`src/rtl/uc_pkg.sv`:
```
// Shared constants for the micro-controller ALU: function codes, write-back bit, FSM states.
package uc_pkg;

    localparam logic [3:0] OP_ADD = 4'd0;
    localparam logic [3:0] OP_SUB = 4'd1;
    localparam logic [3:0] OP_AND = 4'd2;
    localparam logic [3:0] OP_OR  = 4'd3;
    localparam logic [3:0] OP_XOR = 4'd4;
    localparam logic [3:0] OP_NOT = 4'd5;
    localparam logic [3:0] OP_SHL = 4'd6;
    localparam logic [3:0] OP_SHR = 4'd7;
    localparam logic [3:0] OP_MUL = 4'd8;

    localparam int WB_BIT = 7;

    typedef enum logic [1:0] {
        IDLE = 2'd0,
        EXEC = 2'd1,
        MUL  = 2'd2,
        WB   = 2'd3
    } uc_state_t;

    function automatic logic code_valid(input logic [3:0] code);
        return code <= OP_MUL;
    endfunction

endpackage

```
`src/rtl/alu_core.sv`:
```
// Single-cycle combinational ALU for function codes 0-7 with carry/borrow out.
module alu_core
    import uc_pkg::*;
#(
    parameter int WIDTH = 8
) (
    input  logic [WIDTH-1:0] a,
    input  logic [WIDTH-1:0] b,
    input  logic [3:0]       code,
    output logic [WIDTH-1:0] y,
    output logic             cy
);

    logic [WIDTH:0] ext;

    always_comb begin
        y   = '0;
        cy  = 1'b0;
        ext = '0;
        case (code)
            OP_ADD: begin
                ext = {1'b0, a} + {1'b0, b};
                y   = ext[WIDTH-1:0];
                cy  = ext[WIDTH];
            end
            // Top bit of the widened difference is the borrow (A < B).
            OP_SUB: begin
                ext = {1'b0, a} - {1'b0, b};
                y   = ext[WIDTH-1:0];
                cy  = ext[WIDTH];
            end
            OP_AND: y = a & b;
            OP_OR:  y = a | b;
            OP_XOR: y = a ^ b;
            OP_NOT: y = ~a;
            OP_SHL: begin
                y  = {a[WIDTH-2:0], 1'b0};
                cy = a[WIDTH-1];
            end
            OP_SHR: begin
                y  = {1'b0, a[WIDTH-1:1]};
                cy = a[0];
            end
            default: begin
                y  = '0;
                cy = 1'b0;
            end
        endcase
    end

endmodule

```
`src/rtl/uc_alu.sv`:
```
// Multi-cycle ALU: latches an instruction on start, executes (shift-add for MUL),
// and registers result, flags and the register-A write-back strobe.
module uc_alu
    import uc_pkg::*;
#(
    parameter int WIDTH      = 8,
    parameter int MUL_CYCLES = 8
) (
    input  logic             clock,
    input  logic             reset,
    input  logic             start,
    input  logic [WIDTH-1:0] regA,
    input  logic [WIDTH-1:0] regB,
    input  logic [7:0]       opcode,
    output logic [WIDTH-1:0] result,
    output logic [WIDTH-1:0] tempRegA,
    output logic             flagUC,
    output logic             busy,
    output logic             done,
    output logic             carry,
    output logic             zero,
    output logic             err
);

    uc_state_t          state;
    logic               exec_phase;
    logic [WIDTH-1:0]   a_q, b_q;
    logic [3:0]         code_q;
    logic               wb_q;
    logic [WIDTH-1:0]   stage_y;
    logic               stage_cy;
    logic [2*WIDTH-1:0] acc, mcand, acc_step;
    logic [WIDTH-1:0]   mplier;
    logic [3:0]         cnt;

    logic [WIDTH-1:0]   alu_y, fin_y;
    logic               alu_cy, fin_cy, to_wb, mul_last;
    logic               unused_opcode_bits;

    assign unused_opcode_bits = ^opcode[6:4];

    alu_core #(.WIDTH(WIDTH)) u_core (
        .a    (a_q),
        .b    (b_q),
        .code (code_q),
        .y    (alu_y),
        .cy   (alu_cy)
    );

    assign busy     = (state != IDLE);
    assign acc_step = acc + (mplier[0] ? mcand : '0);
    assign mul_last = (state == MUL) && (cnt == 4'(MUL_CYCLES - 1));
    assign to_wb    = ((state == EXEC) && exec_phase && (code_q != OP_MUL)) || mul_last;
    assign fin_y    = (state == MUL) ? acc_step[WIDTH-1:0] : stage_y;
    assign fin_cy   = (state == MUL) ? (|acc_step[2*WIDTH-1:WIDTH]) : stage_cy;

    always_ff @(posedge clock) begin
        if (reset) begin
            state      <= IDLE;
            exec_phase <= 1'b0;
            a_q        <= '0;
            b_q        <= '0;
            code_q     <= '0;
            wb_q       <= 1'b0;
            stage_y    <= '0;
            stage_cy   <= 1'b0;
            acc        <= '0;
            mcand      <= '0;
            mplier     <= '0;
            cnt        <= '0;
            result     <= '0;
            tempRegA   <= '0;
            flagUC     <= 1'b0;
            done       <= 1'b0;
            carry      <= 1'b0;
            zero       <= 1'b0;
            err        <= 1'b0;
        end else begin
            done   <= 1'b0;
            flagUC <= 1'b0;
            case (state)
                IDLE: begin
                    if (start) begin
                        a_q        <= regA;
                        b_q        <= regB;
                        code_q     <= opcode[3:0];
                        wb_q       <= opcode[WB_BIT];
                        exec_phase <= 1'b0;
                        state      <= EXEC;
                    end
                end
                // EXEC spans two cycles: the first registers the alu_core outputs and
                // primes the multiplier, the second dispatches to MUL or WB.
                EXEC: begin
                    if (!exec_phase) begin
                        stage_y    <= alu_y;
                        stage_cy   <= alu_cy;
                        acc        <= '0;
                        mcand      <= {{WIDTH{1'b0}}, a_q};
                        mplier     <= b_q;
                        cnt        <= '0;
                        exec_phase <= 1'b1;
                    end else begin
                        state <= (code_q == OP_MUL) ? MUL : WB;
                    end
                end
                MUL: begin
                    acc    <= acc_step;
                    mcand  <= mcand << 1;
                    mplier <= mplier >> 1;
                    cnt    <= cnt + 4'd1;
                    if (mul_last)
                        state <= WB;
                end
                WB: state <= IDLE;
                default: state <= IDLE;
            endcase

            if (to_wb) begin
                done <= 1'b1;
                if (code_valid(code_q)) begin
                    result <= fin_y;
                    carry  <= fin_cy;
                    zero   <= (fin_y == '0);
                    err    <= 1'b0;
                    if (wb_q) begin
                        tempRegA <= fin_y;
                        flagUC   <= 1'b1;
                    end
                end else begin
                    err <= 1'b1;
                end
            end
        end
    end

endmodule

```
`config.mk`:
```
export PLATFORM = sky130hd
export DESIGN_NAME = uc_alu
export DESIGN_NICKNAME = d
export VERILOG_FILES = /design/src/rtl/uc_pkg.sv /design/src/rtl/alu_core.sv /design/src/rtl/uc_alu.sv
export SDC_FILE = /design/constraint.sdc
export NUM_CORES = 1
export LEC_CHECK = 0
export CELL_PAD_IN_SITES_DETAIL_PLACEMENT = 1
export CELL_PAD_IN_SITES_GLOBAL_PLACEMENT = 1
export CORE_UTILIZATION = 40
export DETAILED_ROUTE_END_ITERATION = 6
export PLACE_DENSITY = 0.78
export SLEW_MARGIN = 20
export SYNTH_ARGS = -nofsm -noshare
export SYNTH_HDL_FRONTEND = slang
export SYNTH_SLANG_ARGS = --single-unit
```
`constraint.sdc`:
```
create_clock -name clock -period 7.3 [get_ports clock]
set_clock_uncertainty 0.2 [all_clocks]
set_input_delay 1.46 -clock clock [delete_from_list [all_inputs] [get_ports clock]]
set_output_delay 1.46 -clock clock [all_outputs]
set_load 0.02 [all_outputs]
```
==> flow_summary.yaml <==
grt:
  globalRouteOverflowTotal: 0
  antenna_found_initial: 0
  grt_pass1_wl_mm: 28.25
  grt_max_degree: 101
  track_usage_pct: 23.96
  grt_pass1_vias: 5498
die:
  die_y_um: 123.8
  num_rows: 44
  io_pins: 49
  core_area_sq_um: 14530
  start_util_pct: 40.85
  die_w_um: 123.8
  die_area_sq_um: 15330
place:
  detailed_place_hpwl_mm: 12.59
  gp_congestion: 0.9121
  port_buffers: 45
clock_network:
  max-clock-path-buffers: 2
  clk_latency_ps: 360
  cts_hold_buffers: 0
  clockRootBuffer: "clkbuf_16"
  clk_pin_slew_ps: 80
  tritoncts: "yes"
  cts_made_buffers: 9
  cts_setup_buffers: 0
  cts.sinks: 98
  cts_resized: 0
  cts.htree.levels: 3
job:
  drv_cap: 0
hold_path:
  whs_path_depth: 2
  hold_path.class: "reg2reg"
  worstHoldStart: "zero$_SDFFE_PP0P_"
  min_to: "zero$_SDFFE_PP0P_"
sta:
  slew_headroom_pct: 29.09
  grt_setup_unrepaired: "no"
  finalHoldViolations: 0
  setup-violations-final: 0
  period_share_pct: 47.69
  tns_ps: 0
  drv_slew: 0
  post-route-min-period_ps: 3481
  worst_pin_slew_ps: 1064
  fmax_mhz: 287.2
yosys:
  synth_area_per_cell_sq_um: 7.916
  yosysWarningCount: 0
  yosysUniqueCellTypes: 68
  synthCells: 750
  syn-cell-area_sq_um: 5937
  synth_flop_cell: "dfxtp_1"
  async_reset_ff_share_pct: 0
  ys_seq_area_share_pct: 33.05
  synth_fp_nets: 823
  synth_edf_count: 0
  yosys_register_bits: 98
power_and_ir_drop:
  vdd_drop_max_mv: 0.1613
  finalPower_mw: 2.044
  leakage_nw: 2.486
  p_per_area_nw_per_um2: 300.6
finish:
  area_delta_synth_final_pct: 14.50
  nNetsFinal: 837
  antenna_cells: 0
  drive_above_1_share_pct: 4.681
critical_path:
  path_max_fanout: 49
  crit_path_end_kind: "flip-flop"
  crit_buf_inv: 4
  cp_top_family: "buffers and inverters"
  start_kind: "flip-flop"
  cp.arrival_ps: 3530
  cp.required_ps: 7350
  r2r_slack_ps: 3820
  reg2reg_depth: 10
  path_cells: "inv_1, ha_2, buf_4, inv_1, o32a_1, a21oi_1, buf_4, and2_1, nor2_1, a211oi_1"
  slowest_delay_ps: 540
  worst_r2r_startpoint: "state[0]$_SDFFE_PP0P_"
  worstSetupPathType: "reg2reg"
  reg2reg_to: "tempRegA[1]$_SDFFE_PP0P_"
  crit_path_top_delay_cell: "buf_4"
route:
  drc: 0
  num_vias: 5485
  firstDrtPassIters: 4
  post_drt_wl_per_cell_um: 18.49
  via_per_inst: 5.756
  routed_wl_mm: 17.62
  ant_nets: 0
  drt-initial-drc-count: 258
status:
  run_status: "completed"
## cells in the final DEF (no fill, tap or decap), types with 3 or more instances in the layout
| cell type | n |
|---|---|
| nor2b_1 | 5 |
| a211oi_1 | 33 |
| o31ai_1 | 3 |
| nand3_1 | 24 |
| o21ai_0 | 24 |
| o21bai_1 | 7 |
| o21a_1 | 5 |
| nand2_1 | 95 |
| xor2_1 | 4 |
| mux2i_1 | 30 |
| a31oi_1 | 3 |
| clkbuf_16 | 9 |
| fa_1 | 3 |
| nor3b_1 | 5 |
| nor2_1 | 86 |
| clkdlybuf4s50_1 | 44 |
| o221ai_1 | 5 |
| nor3_1 | 12 |
| xnor2_1 | 10 |
| a21oi_1 | 75 |
| and2_1 | 18 |
| buf_4 | 6 |
| dfxtp_1 | 98 |
| inv_1 | 33 |
| nand2b_1 | 7 |
| ha_1 | 42 |
| a21o_1 | 8 |
| a22oi_1 | 14 |
## worst max path at each step
| stage | cells after the start | startpoint | end |
|---|---|---|---|
| after floorplan | 11 | mplier[0]$_SDFFE_PP0P_ | carry$_SDFFE_PP0P_ |
| after global placement | 10 | state[0]$_SDFFE_PP0P_ | tempRegA[2]$_SDFFE_PP0P_ |
| after detailed placement | 10 | state[0]$_SDFFE_PP0P_ | tempRegA[1]$_SDFFE_PP0P_ |
| after CTS | 10 | state[0]$_SDFFE_PP0P_ | tempRegA[1]$_SDFFE_PP0P_ |
| after global routing | 10 | state[0]$_SDFFE_PP0P_ | tempRegA[6]$_SDFFE_PP0P_ |
| final | 10 | state[0]$_SDFFE_PP0P_ | tempRegA[1]$_SDFFE_PP0P_ |
## logic make-up (layout without fill, tap and decap cells)
group	after synthesis	count (layout)	share of synthesized area (%)
AOI/OAI and AO/OA	214	214	24.05
xor gates and xnor gates	14	14	2.065
buffers and inverters	81	100	5.269
adders and majority gates	46	46	10.07
DFF	98	98	33.05
and+or+nand+nor	265	265	19.87
muxes	32	32	5.627
## layout make-up
| class | count | area, sq um |
|---|---|---|
| fill | 1776 | 7736 |
| multi-input combinational | 571 | 3672 |
| sequential | 98 | 1962 |
| timing repair buffer | 51 | 490.5 |
| tap | 184 | 230.2 |
| clock buffer | 9 | 225.2 |
| inverter | 33 | 123.9 |
| clock inverter | 7 | 93.84 |
## metrics by stage
step / area (sq um) / util [%] / std cells / setup slack (ps) / hold slack [ps]
after floorplan: 5937 / - / 750 / 4336 / 231.7
after global placement: 6479 / 44.58 / 937 / 4034 / 234.8
after detailed placement: 6479 / 44.58 / 937 / 3871 / 245.7
after CTS: 6798 / 46.77 / 953 / 3800 / 259.2
after global routing: 6798 / 46.77 / 953 / 3586 / 283.8
final: 6798 / 46.77 / 953 / 3819 / 251.1
## sequential cells by signal (all words and copies together), names as in the netlist, 8 cells and up
register and flops:
acc 16, mcand 16, result 8, b_q 8, tempRegA 8, a_q 8, stage_y 8, mplier 8
## power breakdown
group / internal, mW / switching, mW
clock network: 0.276 / 0.236
logic: 0.277 / 0.510
registers: 0.627 / 0.117
## metal layers
metal | global-route usage [%] | up-vias | part of all wire [%] | routed length, um
met4 | 8.057 | 0 | 1.7 | 292
met2 | 41.88 | 82 | 50 | 8781
met3 | 4.945 | 25 | 3.3 | 579
met5 | 0 | - | 0 | 0
met1 | 29.02 | 2704 | 45 | 7965
li1 | - | 2674 | - | -
## synth_stat cells (4+ instances only)
cell | count | area [sq um]
dfxtp_1 | 98 | 1962
nand2_1 | 95 | 356.6
nor2_1 | 86 | 322.8
a21oi_1 | 75 | 375.4
ha_1 | 43 | 538.0
a211oi_1 | 33 | 247.7
clkbuf_1 | 33 | 123.9
inv_1 | 33 | 123.9
mux2i_1 | 30 | 300.3
nand3_1 | 24 | 120.1
o21ai_0 | 24 | 120.1
and2_1 | 18 | 112.6
a22oi_1 | 14 | 105.1
nor3_1 | 12 | 60.06
xnor2_1 | 10 | 87.58
a21o_1 | 8 | 60.06
buf_1 | 8 | 30.03
nand2b_1 | 7 | 43.79
o21bai_1 | 7 | 52.55
buf_2 | 6 | 30.03
nor2b_1 | 5 | 31.28
nor3b_1 | 5 | 37.54
o21a_1 | 5 | 37.54
o221ai_1 | 5 | 43.79
xor2_1 | 4 | 35.03
## worst reg2reg max path, stage by stage (launching register included)
cell and delay, ps:
dfxtp_1 330, inv_1 100, ha_2 170, buf_4 540
inv_1 260, o32a_1 280, a21oi_1 210, buf_4 300
and2_1 550, nor2_1 120, a211oi_1 290
Power figures use the tool's default switching activity.
